$ cat config.mk
export PLATFORM = sky130hd
export DESIGN_NAME = four_rr_sel_arb
export DESIGN_NICKNAME = d
export VERILOG_FILES = /design/src/rtl/four_rr_sel_arb.sv
export SDC_FILE = /design/constraint.sdc
export NUM_CORES = 1
export LEC_CHECK = 0
export CAP_MARGIN = 10
export CORE_AREA = 2 2 50 52
export CTS_BUF_LIST = sky130_fd_sc_hd__clkbuf_2
export DETAILED_ROUTE_END_ITERATION = 16
export DIE_AREA = 0 0 52 54
export GPL_TIMING_DRIVEN = 1
export PLACE_DENSITY_LB_ADDON = 0.2
export SETUP_SLACK_MARGIN = 0.5
export SYNTH_ARGS = -nofsm -noshare
export SYNTH_HDL_FRONTEND = slang
export SYNTH_SLANG_ARGS = --single-unit
$ cat constraint.sdc
create_clock -name clk -period 2.5 [get_ports clk]
set_input_delay 0.5 -clock clk [delete_from_list [all_inputs] [get_ports clk]]
set_output_delay 0.5 -clock clk [all_outputs]
set_load 0.005 [all_outputs]
$ cat src/rtl/four_rr_sel_arb.sv
// Four-channel round-robin arbiter driving the select of a downstream 4:1 mux, with burst hold.
// Optional per-channel exclusion mask is enabled by defining CH_MASK_EN.
module four_rr_sel_arb #(
  parameter int unsigned BURST_LEN = 4
) (
  input  logic       clk,
  input  logic       rst_n,
  input  logic [3:0] req,
  input  logic       out_ready,
`ifdef CH_MASK_EN
  input  logic [3:0] ch_mask,
`endif
  output logic [1:0] sel,
  output logic [3:0] grant,
  output logic       out_valid,
  output logic [3:0] ack,
  output logic       busy
);

  typedef enum logic [0:0] {
    ST_IDLE = 1'b0,
    ST_BUSY = 1'b1
  } state_e;

  localparam logic [7:0] LAST_BEAT = 8'(BURST_LEN - 1);

  // Returns {found, index} of the first set bit of elig, scanning upward from start with wrap.
  function automatic logic [2:0] rr_pick(input logic [3:0] elig, input logic [1:0] start);
    logic [2:0] res;
    logic [1:0] idx;
    res = 3'b000;
    for (int i = 3; i >= 0; i--) begin
      idx = start + 2'(i);
      if (elig[idx]) begin
        res = {1'b1, idx};
      end
    end
    return res;
  endfunction

  function automatic logic [3:0] onehot4(input logic [1:0] idx);
    return 4'b0001 << idx;
  endfunction

  state_e     state_q, state_d;
  logic [1:0] sel_q, sel_d;
  logic [3:0] grant_q, grant_d;
  logic [1:0] ptr_q, ptr_d;
  logic [7:0] beat_cnt_q, beat_cnt_d;

  logic [3:0] eligible_s;
  logic [1:0] pick_start_s;
  logic [2:0] pick_s;
  logic       busy_s;
  logic       out_valid_s;
  logic       transfer_s;
  logic       release_s;

`ifdef CH_MASK_EN
  assign eligible_s = req & ~ch_mask;
`else
  assign eligible_s = req;
`endif

  // While busy the search begins just past the current owner, so it is considered last.
  assign pick_start_s = (state_q == ST_BUSY) ? (sel_q + 2'd1) : ptr_q;
  assign pick_s       = rr_pick(eligible_s, pick_start_s);

  assign busy_s      = (state_q == ST_BUSY);
  assign out_valid_s = busy_s & eligible_s[sel_q];
  assign transfer_s  = out_valid_s & out_ready;
  assign release_s   = (transfer_s & (beat_cnt_q == LAST_BEAT)) | ~eligible_s[sel_q];

  assign sel       = sel_q;
  assign grant     = grant_q;
  assign busy      = busy_s;
  assign out_valid = out_valid_s;
  assign ack       = transfer_s ? onehot4(sel_q) : 4'b0000;

  // Next-state logic: grant from idle, count beats, and rotate on burst end or request drop.
  always_comb begin
    state_d    = state_q;
    sel_d      = sel_q;
    grant_d    = grant_q;
    ptr_d      = ptr_q;
    beat_cnt_d = beat_cnt_q;
    case (state_q)
      ST_IDLE: begin
        if (pick_s[2]) begin
          state_d    = ST_BUSY;
          sel_d      = pick_s[1:0];
          grant_d    = onehot4(pick_s[1:0]);
          beat_cnt_d = 8'd0;
        end else begin
          grant_d = 4'b0000;
        end
      end
      ST_BUSY: begin
        if (release_s) begin
          ptr_d      = sel_q + 2'd1;
          beat_cnt_d = 8'd0;
          if (pick_s[2]) begin
            state_d = ST_BUSY;
            sel_d   = pick_s[1:0];
            grant_d = onehot4(pick_s[1:0]);
          end else begin
            state_d = ST_IDLE;
            grant_d = 4'b0000;
          end
        end else if (transfer_s) begin
          beat_cnt_d = beat_cnt_q + 8'd1;
        end else begin
          beat_cnt_d = beat_cnt_q;
        end
      end
      default: begin
        state_d    = ST_IDLE;
        grant_d    = 4'b0000;
        beat_cnt_d = 8'd0;
      end
    endcase
  end

  // State and grant registers.
  always_ff @(posedge clk or negedge rst_n) begin
    if (!rst_n) begin
      state_q    <= ST_IDLE;
      sel_q      <= 2'b00;
      grant_q    <= 4'b0000;
      ptr_q      <= 2'b00;
      beat_cnt_q <= 8'd0;
    end else begin
      state_q    <= state_d;
      sel_q      <= sel_d;
      grant_q    <= grant_d;
      ptr_q      <= ptr_d;
      beat_cnt_q <= beat_cnt_d;
    end
  end

endmodule

* Word-level counts from Yosys, hierarchy flattened
Cells that the tools add are included.
** Storage, ports and cells
- Register bits :: 17
- Latch bits :: 0
- RAM bits :: 0
- Memory bits (read-only) :: 0
- Word-level logic and storage cells :: 58
- Memories :: 0
** Operators by class
- Add/subtract/negate cells :: 5
- Multipliers :: 0
- Divide/modulo/power cells :: 0
- $lt $le $gt $ge :: 5
- Equality and inequality tests :: 4
- Shift-type cells :: 2
- Mux-type cells :: 29
- Bitwise gates (word level) :: 6
- Reductions and logical operators :: 2
** Operators by type and width (count)
- 8-bit two-way mux :: 3
- 8-bit one-hot mux with 2 select lines :: 1
- 2-bit by 3-bit less-than comparator with 1-bit output, second input constant :: 5
- 3-bit two-way mux :: 4
- 4-bit two-way mux :: 3
- 1-bit binary-select mux with 2-bit select :: 5
- 8-bit by 1-bit adder with 8-bit output, second input constant :: 1
- 8-bit by 2-bit equality test with 1-bit output, second input constant :: 1
- 4-bit one-hot mux with 2 select lines :: 1
- 1-bit by 2-bit << shifter with 4-bit output, first input constant :: 2
- 1-bit two-way mux :: 7
- 2-bit two-way mux :: 3
- 2-bit by 1-bit adder with 2-bit output, second input constant :: 2
- 2-bit adder, second input constant :: 2
- 2-bit one-hot mux with 2 select lines :: 1
- 2-bit AND reduction :: 2
- 1-bit bitwise AND :: 3
- 3-bit by 1-bit != test with 1-bit output, second input constant :: 1
- 2-bit by 1-bit != test with 1-bit output, second input constant :: 1
- 2-bit != test, second input constant :: 1
- 1-bit NOT :: 2
- 1-bit one-hot mux with 2 select lines :: 1
- 1-bit OR :: 1

* Depth between registers and ports, before layout
- Depth after elaboration :: 13
- Mapped depth :: 7

* Worst setup path after synthesis
OpenSTA, ideal clock, no wires.
- Path type :: input to output
- Start :: in req[0]
- End :: out ack[0]
- Data arrival time :: 1.472 ns
- Data required time :: 2.000 ns
- Path slack :: 0.528 ns
- Stages on the path :: 5
- Buffers on the path :: 1
- Path through :: clkbuf_1 mux2_2 a2bb2oi_4 inv_1 and3_1
** On the way
- Longest elaborated chain between the ends :: 5
** Ends and longest elaborated chain
- start: declaration :: RTL line 8 : input logic [3:0] req,
- 1-bit binary-select mux with 2-bit select :: RTL line 70 : assign out_valid_s = busy_s & eligible_s[sel_q];
- 1-bit two-way mux (implied by the code) :: RTL line 70
- 1-bit bitwise AND :: RTL line 70
- named net out_valid :: RTL line 15 : output logic out_valid,
- 1-bit bitwise AND :: RTL line 71 : assign transfer_s = out_valid_s & out_ready;
- 4-bit two-way mux :: RTL line 78 : assign ack = transfer_s ? onehot4(sel_q) : 4'b0000;
- end: declaration :: RTL line 16 : output logic [3:0] ack,
The timed path passes the listed nets, and every way through them passes these cells. The select of a mux whose other input is x is not followed.

* Worst setup path after layout
- Start :: reg sel_q[1], in the netlist sel[1]
- End :: out ack[0]
** On the way
- Longest elaborated chain between the ends :: 5
- Elaborated cells on any way between the ends :: 6
** Ends and longest elaborated chain
- start: declaration :: RTL line 46 : logic [1:0] sel_q, sel_d;
- start signal: assignment :: RTL line 134 : sel_q <= sel_d;
- 1-bit binary-select mux with 2-bit select :: RTL line 70
- 1-bit two-way mux (implied by the code) :: RTL line 70
- 1-bit bitwise AND :: RTL line 70
- 1-bit bitwise AND :: RTL line 71
- 4-bit two-way mux (*) :: RTL line 78
Mark *: on every way between the ends. The rest lies on a longest branch, timed or not. The select of a mux whose other input is x is not followed.

==> reports/qor.csv <==
metric;value;unit
first-pass GRT wire length;4.140;mm
FILL cells;176;
Logic pwr share;0.640;
Post-Synthesis Cells;128;
Area Overhead vs Synth;30.97;%
critical path arrival;1.59;ns
GR peak layer;met2;
Hold Fails Final Rpt;0;
crit end category;primary output;
outcome;completed;
post-synthesis sequential area ratio;0.3708;
PwrDens;1006;nW/um^2
WS Path Type;flop to primary output;
Wirelength per Cell;14.02;um
mux contribution to synthesized area;0.05671;
Seq cells post-synth;17;
Critical Path RT;2.00;ns
Die Height;54;um
Slew Limit Fails;0;
grt total ovfl;0;
LEAKAGE;0.6789;nW
Core ar.;2320;sq um
initial antenna violation count;0;
layout cell share with drive strength beyond 1;0.2875;
row cnt;18;
DRT Pass-1 Iters;4;
max-cap violations;0;
syn_area_per_cell;8.964;sq um
GRT Util Overall;0.2026;
Max IR drop VDD;707.1;uV
worst clock skew;0.01328;ns
clk sinks;17;
ant diodes;0;
fmax;0.4779;GHz
largest net degree at the start of global routing;18;
routing usage on met2;0.3502;
non-filler instance count after layout;190;
detail-routed via count per cell;5.726;
Clk Latency, worst-skew pair;0.31;ns
met3 Track Usage GR;0.01667;
Compound-Gate Fraction of Synth Area;0.2541;
# port buffers;18;
total instance count after detailed placement;182;
RSZ-0062 raised after global routing;true;
ys async rst share;1.000;
simple-gate share of the synthesized area;0.2203;
CTS Buf Count;3;
Tightest Pin Transition;0.7006;ns
clock share of power;0.082;
GP Congestion;0.8231;
area of the mapped netlist;1147;sq um
Post-synth top flop;dfrtp_1;
htree depth;1;
Max Fanout on Critical Path;5;
Sequential Area;429.2;sq um
DIE WIDTH;52;um
met1 Use GR;0.2548;
DP HPWL;1.972;mm
syn nets;140;
Slew headroom;0.5315;
DRC Markers;0;
CTS root buffer;clkbuf_2;
Post-synth EDFFs;0;
cell internal pwr;876.7;uW
CP Launch Type;flop;
post-route minimum period;2.092;ns
WL final;2.664;mm
CTS max path bufs;2;
CTS tree;built;
IO Count;19;
pre-CTS WS;-0.1473;ns
Post-Synth XOR/XNOR Area;0;
sequential share of power;0.278;
Power, Total;1.512;mW
vias in the first global route;890;
setup ws final;0.4077;ns
Synth Area in Adders;0.05453;
Tcrit/Tclk final;0.8369;
Initial Util;0.4946;
vias;1088;
ANT nets after route;0;
Switching Share;0.4201;
Iteration-0 DRC Markers;30;
multi-input logic area;714.4;sq um
Psw;635.2;uW
Final Util;0.6478;
combinational family with the most area after synthesis;compound AO/OA/AOI/OAI gates;
Hold WC Path Type;flop to flop;
distinct cell type count of the synthesized netlist;35;
Ys Warns;0;
Setup violations, final;0;
NumNets Final;173;
clock transition at the registers of the reported paths;0.15;ns
Die ar.;2808;sq um
## routing by layer
metal	share of wire	up-vias
li1	-	534
met1	0.41	515
met2	0.51	33
met3	0.046	6
met4	0.027	0
met5	0	-
## cell families (layout without fill, tap and decap cells)
logic type | count (synthesis) | in the layout
AND/OR/NAND/NOR | 45 | 45
flip-flops | 17 | 17
buffers and inverters | 12 | 44
AO/OA/AOI/OAI | 43 | 43
adder cells (fa/ha/maj) | 5 | 5
multiplexers | 6 | 6
## timing repair
item | in CTS | in global routing
resized for setup | 34 | 9
endpoints found under the hold margin | 0 | 0
pin swaps | 5 | 1
setup buffers | 3 | 1
endpoints found under the setup margin | 8 | 11
hold buffers | 0 | 0
## worst max-delay path: stages, from the launching register on
cell,delay (ns)
dfrtp_2,0.47
mux2_4,0.33
a2bb2oi_4,0.14
inv_2,0.07
and3_4,0.17
buf_6,0.11
## layout by cell type, fill, tap and decap left out, types with 2 or more instances in the layout
master           count
nand2_1             11
buf_6                2
inv_1                6
a22o_1               2
dlygate4sd2_1        4
o211ai_1             4
o21ai_1              4
o21ai_0             14
clkbuf_2             3
nand3_1              4
o31ai_1              2
nor2_1               8
and3_1               5
mux2_4               2
nand2b_1             3
nor3_1               4
clkdlybuf4s50_1      9
mux2_2               2
buf_2                3
dfrtp_1             14
a21oi_1              7
ha_1                 5
dfrtp_2              3
buf_4               15
## synthesized netlist by cell type (2+ instances only)
| library cell | number | share of area |
|---|---|---|
| o31ai_1 | 2 | 0.013 |
| nand2b_1 | 3 | 0.016 |
| and3_1 | 6 | 0.033 |
| buf_2 | 4 | 0.017 |
| mux2i_1 | 2 | 0.017 |
| nand3_1 | 4 | 0.017 |
| inv_1 | 7 | 0.023 |
| mux2_2 | 4 | 0.039 |
| o211ai_1 | 4 | 0.026 |
| ha_1 | 5 | 0.055 |
| a21oi_1 | 7 | 0.031 |
| o21ai_0 | 18 | 0.079 |
| dfrtp_1 | 17 | 0.37 |
| nor2_1 | 8 | 0.026 |
| a22o_1 | 2 | 0.015 |
| o41ai_1 | 2 | 0.015 |
| nor3_1 | 5 | 0.022 |
| nand2_1 | 11 | 0.036 |
## worst paths after layout
check / cells after the start / start / end / slack, ns
min in group asynchronous: 1 / rst_n / beat_cnt_q[4]$_DFFE_PN0P_ / 0.58
worst min register to register: 2 / grant[1]$_DFFE_PN0P_ / grant[1]$_DFFE_PN0P_ / 0.50
worst min-delay path: 2 / grant[1]$_DFFE_PN0P_ / grant[1]$_DFFE_PN0P_ / 0.50
max in group asynchronous: 1 / rst_n / sel[1]$_DFFE_PN0P_ / 1.42
worst max register to register: 8 / sel[1]$_DFFE_PN0P_ / sel[1]$_DFFE_PN0P_ / 0.57
worst max-delay path: 5 / sel[1]$_DFFE_PN0P_ / ack[0] / 0.41
## sequential cells by signal (all words and copies together), names as in the netlist
register and count:
beat_cnt_q 8, grant 4, ptr_q 2, sel 2, busy 1
## final cells by class
class	instances	area share
multi-input cells	99	0.4754
flip-flops and latches	17	0.2856
repair buffers	33	0.1832
well taps	30	0.02498
inverters	7	0.01749
clock buffers	3	0.009992
clock inverters	1	0.003331
## per-stage QoR
step	hold WS [ns]	TNS [ns]	cell area, sq um
3_5_place_dp	0.4736	-0.5895	1424
6_report	0.5018	0	1503
2_1_floorplan	0.2044	0	1147
4_1_cts	0.5083	0	1471
5_1_grt	0.5434	0	1503
3_3_place_gp	0.4672	-0.2624	1424
## power by group through the flow
stage	Clock [mW]	Combinational [mW]	Sequential (mW)
4_1_cts	0.130	0.924	0.415
3_5_place_dp	0	0.869	0.419
3_3_place_gp	0	0.849	0.411
6_report	0.123	0.968	0.421
5_1_grt	0.144	1.06	0.432
2_1_floorplan	0	0.540	0.415
No activity file was read; power rests on OpenSTA's default activity.
